`config.mk`:
```
export PLATFORM = sky130hd
export DESIGN_NAME = s526_resp_misr_flat
export DESIGN_NICKNAME = d
export VERILOG_FILES = /design/src/rtl/s526_resp_misr_if.sv /design/src/rtl/s526_resp_misr.sv /design/src/flat_wrapper.sv
export SDC_FILE = /design/constraint.sdc
export NUM_CORES = 1
export LEC_CHECK = 0
export BUFFER_PORTS_ARGS = -buffer_cell sky130_fd_sc_hd__buf_2
export CAP_MARGIN = 20
export CORE_UTILIZATION = 41
export DETAILED_ROUTE_END_ITERATION = 10
export GPL_TIMING_DRIVEN = 0
export HOLD_SLACK_MARGIN = 0.1
export PLACE_DENSITY_LB_ADDON = 0.1
export SLEW_MARGIN = 20
export SYNTH_ARGS = -nofsm -noshare
export SYNTH_HDL_FRONTEND = slang
export SYNTH_SLANG_ARGS = --single-unit
```
`constraint.sdc`:
```
create_clock -name blif_clk_net -period 4.6 [get_ports blif_clk_net]
set_input_delay 0 -clock blif_clk_net [delete_from_list [all_inputs] [get_ports blif_clk_net]]
set_output_delay 0 -clock blif_clk_net [all_outputs]
set_load 0.01 [all_outputs]
```
`src/rtl/s526_resp_misr_if.sv`:
```
`default_nettype none
// ============================================================================
// s526_resp_misr_if
//   Response/handshake bundle between the s526n response compactor and the
//   harness that drives the core outputs and collects the signature.
//   Rev 1.0 - initial release
// ============================================================================
interface s526_resp_misr_if;
    logic [5:0]  resp_in;
    logic        start;
    logic        clr;
    logic        sig_ack;
    logic        busy;
    logic        sig_valid;
    logic [15:0] sig_out;
    logic [15:0] chg_cnt;

    modport master (
        output resp_in, start, clr, sig_ack,
        input  busy, sig_valid, sig_out, chg_cnt
    );

    modport slave (
        input  resp_in, start, clr, sig_ack,
        output busy, sig_valid, sig_out, chg_cnt
    );
endinterface
`default_nettype wire

```
`src/rtl/s526_resp_misr.sv`:
```
`default_nettype none
// ============================================================================
// s526_resp_misr
//   16-bit MISR and transition counter over a WINDOW-sample run of the s526n
//   core outputs, presented through a valid/ack handshake.
//   Rev 1.0 - initial release
// ============================================================================
module s526_resp_misr #(
    parameter int          SIG_W  = 16,
    parameter logic [15:0] POLY   = 16'h100B,
    parameter logic [15:0] SEED   = 16'h0000,
    parameter int          WINDOW = 256
) (
    input  wire logic        blif_clk_net,
    input  wire logic        blif_reset_net,
    s526_resp_misr_if.slave  bus
);

    localparam int                CNT_W  = (WINDOW > 1) ? $clog2(WINDOW) : 1;
    localparam logic [CNT_W-1:0]  c_LAST = CNT_W'(WINDOW - 1);

    typedef enum logic [1:0] {
        IDLE = 2'd0,
        RUN  = 2'd1,
        HOLD = 2'd2
    } state_t;

    state_t             r_state;
    state_t             w_state_nxt;
    logic [SIG_W-1:0]   r_sig;
    logic [SIG_W-1:0]   w_sig_nxt;
    logic [15:0]        r_chg;
    logic [15:0]        w_chg_nxt;
    logic [CNT_W-1:0]   r_cnt;
    logic [CNT_W-1:0]   w_cnt_nxt;
    logic [5:0]         r_prev;
    logic [5:0]         w_prev_nxt;
    logic [SIG_W-1:0]   w_sig_step;

    // One MISR step: shift, fold the feedback mask, inject the six outputs
    assign w_sig_step = {r_sig[SIG_W-2:0], 1'b0}
                      ^ (r_sig[SIG_W-1] ? POLY : {SIG_W{1'b0}})
                      ^ {{(SIG_W-6){1'b0}}, bus.resp_in};

    always_ff @(posedge blif_clk_net or posedge blif_reset_net) begin
        if (blif_reset_net) begin
            r_state <= IDLE;
        end else begin
            r_state <= w_state_nxt;
        end
    end

    always_comb begin
        w_state_nxt = r_state;
        w_sig_nxt   = r_sig;
        w_chg_nxt   = r_chg;
        w_cnt_nxt   = r_cnt;
        w_prev_nxt  = r_prev;
        if (bus.clr) begin
            w_state_nxt = IDLE;
            w_sig_nxt   = '0;
            w_chg_nxt   = '0;
        end else begin
            case (r_state)
                IDLE: begin
                    if (bus.start) begin
                        w_state_nxt = RUN;
                        w_sig_nxt   = SEED;
                        w_chg_nxt   = '0;
                        w_cnt_nxt   = '0;
                        w_prev_nxt  = '0;
                    end
                end
                RUN: begin
                    w_sig_nxt  = w_sig_step;
                    w_prev_nxt = bus.resp_in;
                    w_cnt_nxt  = r_cnt + 1'b1;
                    if ((bus.resp_in != r_prev) && (r_chg != 16'hFFFF)) begin
                        w_chg_nxt = r_chg + 16'd1;
                    end
                    if (r_cnt == c_LAST) begin
                        w_state_nxt = HOLD;
                    end
                end
                HOLD: begin
                    // start is deliberately ignored here, even alongside ack
                    if (bus.sig_ack) begin
                        w_state_nxt = IDLE;
                    end
                end
                default: begin
                    w_state_nxt = IDLE;
                end
            endcase
        end
    end

    always_ff @(posedge blif_clk_net or posedge blif_reset_net) begin
        if (blif_reset_net) begin
            r_sig  <= '0;
            r_chg  <= '0;
            r_cnt  <= '0;
            r_prev <= '0;
        end else begin
            r_sig  <= w_sig_nxt;
            r_chg  <= w_chg_nxt;
            r_cnt  <= w_cnt_nxt;
            r_prev <= w_prev_nxt;
        end
    end

    assign bus.busy      = (r_state != IDLE);
    assign bus.sig_valid = (r_state == HOLD);
    assign bus.sig_out   = r_sig;
    assign bus.chg_cnt   = r_chg;

endmodule
`default_nettype wire

```
`src/flat_wrapper.sv`:
```
// flat-port wrapper written by rule: the top's interface ports become plain ports
module s526_resp_misr_flat 
#(
    parameter int          SIG_W  = 16,
    parameter logic [15:0] POLY   = 16'h100B,
    parameter logic [15:0] SEED   = 16'h0000,
    parameter int          WINDOW = 256
)
  (blif_clk_net, blif_reset_net, bus_resp_in, bus_start, bus_clr, bus_sig_ack, bus_busy, bus_sig_valid, bus_sig_out, bus_chg_cnt);
  s526_resp_misr_if bus_i ();
  input  wire logic blif_clk_net;
  input  wire logic blif_reset_net;
  input wire logic [$bits(bus_i.resp_in)-1:0] bus_resp_in;
  input wire logic [$bits(bus_i.start)-1:0] bus_start;
  input wire logic [$bits(bus_i.clr)-1:0] bus_clr;
  input wire logic [$bits(bus_i.sig_ack)-1:0] bus_sig_ack;
  output wire logic [$bits(bus_i.busy)-1:0] bus_busy;
  output wire logic [$bits(bus_i.sig_valid)-1:0] bus_sig_valid;
  output wire logic [$bits(bus_i.sig_out)-1:0] bus_sig_out;
  output wire logic [$bits(bus_i.chg_cnt)-1:0] bus_chg_cnt;
  assign bus_i.resp_in = bus_resp_in;
  assign bus_i.start = bus_start;
  assign bus_i.clr = bus_clr;
  assign bus_i.sig_ack = bus_sig_ack;
  assign bus_busy = bus_i.busy;
  assign bus_sig_valid = bus_i.sig_valid;
  assign bus_sig_out = bus_i.sig_out;
  assign bus_chg_cnt = bus_i.chg_cnt;
  s526_resp_misr #(.SIG_W(SIG_W), .POLY(POLY), .SEED(SEED), .WINDOW(WINDOW)) u_core (.blif_clk_net(blif_clk_net), .blif_reset_net(blif_reset_net), .bus(bus_i));
endmodule
```
# Word level (Yosys, flattened, before mapping)
# Index checks and enable logic that the tools add are counted.
# word_totals
word_cells	45
regBits	48
out_inout_bits	34
# classes
eq_ne	10
n_mux	16
reduce_logical	9
bitwise_logic	3
n_addsub	2
# op_table
op	count
16-bit two-way mux	4
16-bit case mux with 2 select lines	2
16-bit by 1-bit adder with 16-bit output (second input constant)	1
16-bit inequality test (second input constant)	1
8-bit case mux with 2 select lines	1
16-bit bitwise XOR	1
16-bit by 6-bit bitwise XOR with 16-bit output	1
13-bit two-way mux	1
6-bit case mux with 2 select lines	1
3-bit AND reduction	3
8-bit by 1-bit adder with 8-bit output (second input constant)	1
8-bit == test (second input constant)	1
2-bit two-way mux	4
8-bit two-way mux	1
6-bit two-way mux	1
3-bit by 2-bit inequality test with 1-bit output (second input constant)	2
3-bit inequality test (second input constant)	2
6-bit inequality test	1
2-bit case mux with 3 select lines	1
2-bit nonzero test	2
3-bit nonzero test	1
2-bit by 1-bit == test with 1-bit output (second input constant)	1
2-bit == test (second input constant)	1
2-bit zero test	1
other kinds (4)	4

# Depth between registers and ports, before layout
# depth
ltp_word	5
mapped_depth	7

# Worst setup path after synthesis
# OpenSTA, ideal clock, no wires.
# synth_path
kind	register to register
from	register u_core.r_chg[1], in the netlist u_core.bus.chg_cnt[1]
to	register u_core.r_chg[14], in the netlist u_core.bus.chg_cnt[14]
setup_slack_ns	2.800
arrival_ns	1.676
stages_incl_launch_ff	7
required_time_ns	4.476
cell_sequence	dfrtp_1 > ha_1 > and2_1 > and2b_1 > nand3_1 > o311a_1 > a211o_1
# synth_between
elab_chain_len	4
# synth_lines
item	line	rtl
start: declaration	s526_resp_misr.sv:32	logic [15:0] r_chg;
start signal: assignment	s526_resp_misr.sv:106	r_chg <= w_chg_nxt;
16-bit by 1-bit adder with 16-bit output / 16-bit inequality test (equally long branches)	s526_resp_misr.sv:79, s526_resp_misr.sv:78	
16-bit two-way mux / 1-bit logical AND (equally long branches)	s526_resp_misr.sv:78	if ((bus.resp_in != r_prev) && (r_chg != 16'hFFFF)) begin
16-bit case mux with 2 select lines / 3-bit by 2-bit inequality test with 1-bit output (equally long branches)	--	
16-bit two-way mux / 3-bit AND reduction (equally long branches)	--	
# Parallel ways exist; a longest one is shown, timed or not. The select of a mux whose other input is x is not followed.
# A chain may end at the register's enable or synchronous reset.

# Final worst setup path
# layout_path
from	register u_core.r_state[1]
to	register u_core.r_chg[13], in the netlist u_core.bus.chg_cnt[13]
# layout_between
elab_chain_len	3
# layout_lines
item	line	rtl
start: declaration	s526_resp_misr.sv:28	state_t r_state;
start signal: assignment	s526_resp_misr.sv:49	r_state <= w_state_nxt;
2-bit by 1-bit == test with 1-bit output / 2-bit zero test (equally long branches)	s526_resp_misr.sv:64	case (r_state)
3-bit by 2-bit inequality test with 1-bit output (no line) (tied with other cells)	--	
3-bit AND reduction (no line) / 16-bit two-way mux (equally long branches)	--	
# Parallel ways exist; a longest one is shown, timed or not.

==> results by group <==
Outcome
  – Status: finished, final reports clean

STA
  – Final setup margin: 2.59 ns
  – Unrepaired setup endpoints after global routing: no
  – Slew Limit Fails: 0
  – Slew margin rel.: 49.6%
  – Fmax: 0.498 GHz
  – Worst hold margin: 0.159 ns
  – Setup Skew: 0.00585 ns
  – Worst Tran Pin Value: 0.755 ns
  – Minimum clock period: 2.01 ns
  – Final hold violations: 0
  – Count of final setup violators: 0
  – Final period util: 43.7%
  – TNS Setup: 0 ns

Logic synthesis
  – Netlist Area Pre-Place: 0.00236 mm^2
  – Syn Area/Cell: 10.1 um^2
  – Seq/Total Area, Yosys: 50.8%
  – Main synth FF type: dfrtp_1
  – Yosys reg bits: 48
  – Cells after Synth: 233
  – Unique cell type count in the Yosys netlist: 46
  – Syn nets: 246
  – Async SR Flop Fraction: 100%
  – Syn. warnings: 0
  – Number of flops mapped to enable cells by yosys: 0

Setup path
  – R2R cell count: 6
  – R2R Setup Slk: 2.59 ns
  – Most numerous cell on the critical path: a31oi_1
  – Crit path max-delay cell type: nor3b_4
  – CP max stage delay: 0.50 ns
  – Worst r2r src: u_core.r_state[1]$_DFFE_PP0P_
  – Cell Chain, Critical Path: nor3b_4 > o41a_1 > o21a_1 > buf_2 > a31oi_1 > a31oi_1
  – Critical Path RT: 4.82 ns
  – Critical R2R Capture: u_core.bus.chg_cnt[13]$_DFFE_PP0P_
  – CP Capture Type: register
  – Worst-path fanout max: 10
  – Crit Path Class: register to register
  – Arrival @ worst endpoint: 2.23 ns
  – Startpoint Class: register

Layout
  – Area growth syn-to-layout: 21.7%
  – Layout cells sized above 1: 21.2%
  – Layout Cells excl Fill: 365
  – # nets final: 306
  – Core Util, Final: 51.9%
  – Register Area: 0.00120 mm^2
  – # fillers: 540
  – Area of the multi-input gates: 0.00109 mm^2
  – Antenna cells: 0

Route
  – Routed vias: 1939
  – DR WL/cell: 14.2 um
  – Overall routed net length: 5200 um
  – DRT Pass-1 Iters: 4
  – DRC: 0
  – Vias per inst: 5.31
  – ANT nets after route: 0
  – Initial drt markers: 100

Clocking
  – Sink Count: 48
  – CTS HTree Levels: 2
  – Clk buf depth: 2
  – CTS Buf Count: 5
  – CTS clk-pin slew, worst paths: 0.08 ns
  – Clock tree root driver cell: clkbuf_8
  – Later-pin clock latency in the skew report: 0.30 ns
  – CTS tree: done

Floorplan
  – Core footprint: 0.00554 mm^2
  – Die area: 0.00607 mm^2
  – Top Ports: 45
  – Die Ht: 77.9 um
  – Chip width: 77.9 um
  – Starting Density: 42.7%
  – Row count: 27

Global routing
  – Vias in the first global route: 1900
  – Total Routing Usage GR: 19.5%
  – Initial antenna violation count: 0
  – First-pass GRT wire length: 9220 um
  – Pin count of the biggest net entering global routing: 26
  – Grt ovf: 0

Min path
  – Hold path endpoint: u_core.r_cnt[2]$_DFFE_PP0P_
  – Hold Path Class: input port to register
  – Hold path start: bus_start
  – Hold Path Stages: 3

Place
  – PortBufs: 43
  – Placed Cells: 349
  – DP HPWL: 3710 um
  – Pre-CTS worst setup slack: 2.60 ns
  – RePlAce Congestion: 0.843

Pwr
  – Leak: 1.37 nW
  – Cell Pwr Density: 301 mW/mm^2
  – Worst IR Drop VDD: 0.131 mV

Job
  – Max-cap violations: 0
-- placed cells by master (no fill, tap or decap), types with 2 or more instances in the layout --
cell type | netlist | routed
dfrtp_1 | 48 | 48
buf_2 | 2 | 45
nand2_1 | 28 | 28
nor2_1 | 15 | 15
a22o_1 | 14 | 14
xnor2_1 | 14 | 14
a31oi_1 | 13 | 13
o21ai_1 | 9 | 9
dlygate4sd3_1 | 0 | 9
nand3_1 | 8 | 8
clkbuf_1 | 7 | 7
xor2_1 | 7 | 7
nand4_1 | 7 | 7
a21oi_1 | 7 | 7
clkbuf_8 | 0 | 7
inv_1 | 7 | 6
o21ai_0 | 4 | 4
nor3_1 | 3 | 3
a41oi_1 | 3 | 3
nor2b_1 | 2 | 2
nand2b_1 | 2 | 2
or3_1 | 2 | 2
and4_1 | 2 | 2
o21a_1 | 2 | 2
and3_1 | 2 | 2
a211o_1 | 2 | 2
ha_1 | 2 | 2
-- worst max-delay path by stage --
stage	slack, ns	from	cells past startpoint	end
after detailed placement	2.60	u_core.r_state[1]$_DFFE_PP0P_	6	u_core.bus.chg_cnt[11]$_DFFE_PP0P_
after global routing	2.41	u_core.r_state[1]$_DFFE_PP0P_	6	u_core.bus.chg_cnt[11]$_DFFE_PP0P_
after floorplan	2.80	u_core.bus.chg_cnt[1]$_DFFE_PP0P_	6	u_core.bus.chg_cnt[14]$_DFFE_PP0P_
after global placement	2.62	u_core.r_state[1]$_DFFE_PP0P_	6	u_core.bus.chg_cnt[11]$_DFFE_PP0P_
after CTS	2.58	u_core.r_state[1]$_DFFE_PP0P_	6	u_core.bus.chg_cnt[11]$_DFFE_PP0P_
final	2.59	u_core.r_state[1]$_DFFE_PP0P_	6	u_core.bus.chg_cnt[13]$_DFFE_PP0P_
-- cells in the mapped netlist, types with 2 or more instances --
cell type  count  share of area, %
dfrtp_1       48                51
nand2_1       28               4.4
nor2_1        15               2.4
a22o_1        14               5.2
xnor2_1       14               5.2
a31oi_1       13               3.4
o21ai_1        9               1.9
nand3_1        8               1.7
a21oi_1        7               1.5
clkbuf_1       7               1.1
inv_1          7               1.1
nand4_1        7               1.9
xor2_1         7               2.6
o21ai_0        4              0.85
a41oi_1        3               1.1
nor3_1         3              0.64
a211o_1        2              0.74
and3_1         2              0.53
and4_1         2              0.74
buf_2          2              0.42
ha_1           2               1.1
nand2b_1       2              0.53
nor2b_1        2              0.53
o21a_1         2              0.64
or3_1          2              0.53
-- layout make-up --
type	count	area share [%]
plain buffers	10	1.65
clock buffers	7	3.35
inverters	7	0.914
multi-input cells	168	37.9
flip-flops and latches	48	41.8
well taps	72	3.13
repair buffers	53	11.3
-- power by group --
| group | switching [mW] | internal, mW | leakage (nW) |
|---|---|---|---|
| Combinational | 0.0706 | 0.0533 | 0.659 |
| Sequential | 0.0258 | 0.446 | 0.658 |
| Clock | 0.136 | 0.134 | 0.0503 |
-- metrics by stage --
step | instance area (um^2) | power [mW]
floorplan | 2360 | 0.558
global placement | 2670 | 0.596
finish | 2880 | 0.865
global route | 2880 | 0.917
CTS | 2880 | 0.877
detailed placement | 2690 | 0.599
-- repair_timing --
item                                   4_1_cts  5_1_grt
endpoints found under the hold margin       36        0
setup buffers                                0        0
hold buffers                                 9        0
gates resized for setup                      0        0
-- routing by layer --
metal	track usage, %	wire [um]	vias to the layer above
met5	0	0	-
met4	5.93	70	0
met3	4.59	231	7
met2	30.9	2410	49
met1	26.6	2490	928
li1	-	-	955
-- cell families (layout without fill, tap and decap cells) --
group | count (synthesis) | count (layout) | share of synthesized area [%]
AO/OA/AOI/OAI | 64 | 64 | 19.5
adder cells (fa/ha/maj) | 2 | 2 | 1.06
XOR/XNOR | 21 | 21 | 7.78
multiplexers | 1 | 1 | 0.424
AND/OR/NAND/NOR | 80 | 80 | 17.3
buffers and inverters | 17 | 77 | 3.12
flip-flops | 48 | 48 | 50.8
-- worst max-delay path, delay by kind of cell, from the launching register on --
kind | cells | cell delay, ns
compound gates | 4 | 0.71
simple gates | 1 | 0.50
flops | 1 | 0.46
buf+inv | 1 | 0.25
-- state kept, by name, indices dropped and copies added, names as in the netlist --
name                cells
u_core.bus.chg_cnt     16
u_core.r_cnt            8
u_core.r_prev           6
u_core.bus.sig_out     16
u_core.r_state          2
Note: power is estimated with default switching activity, not from simulation.
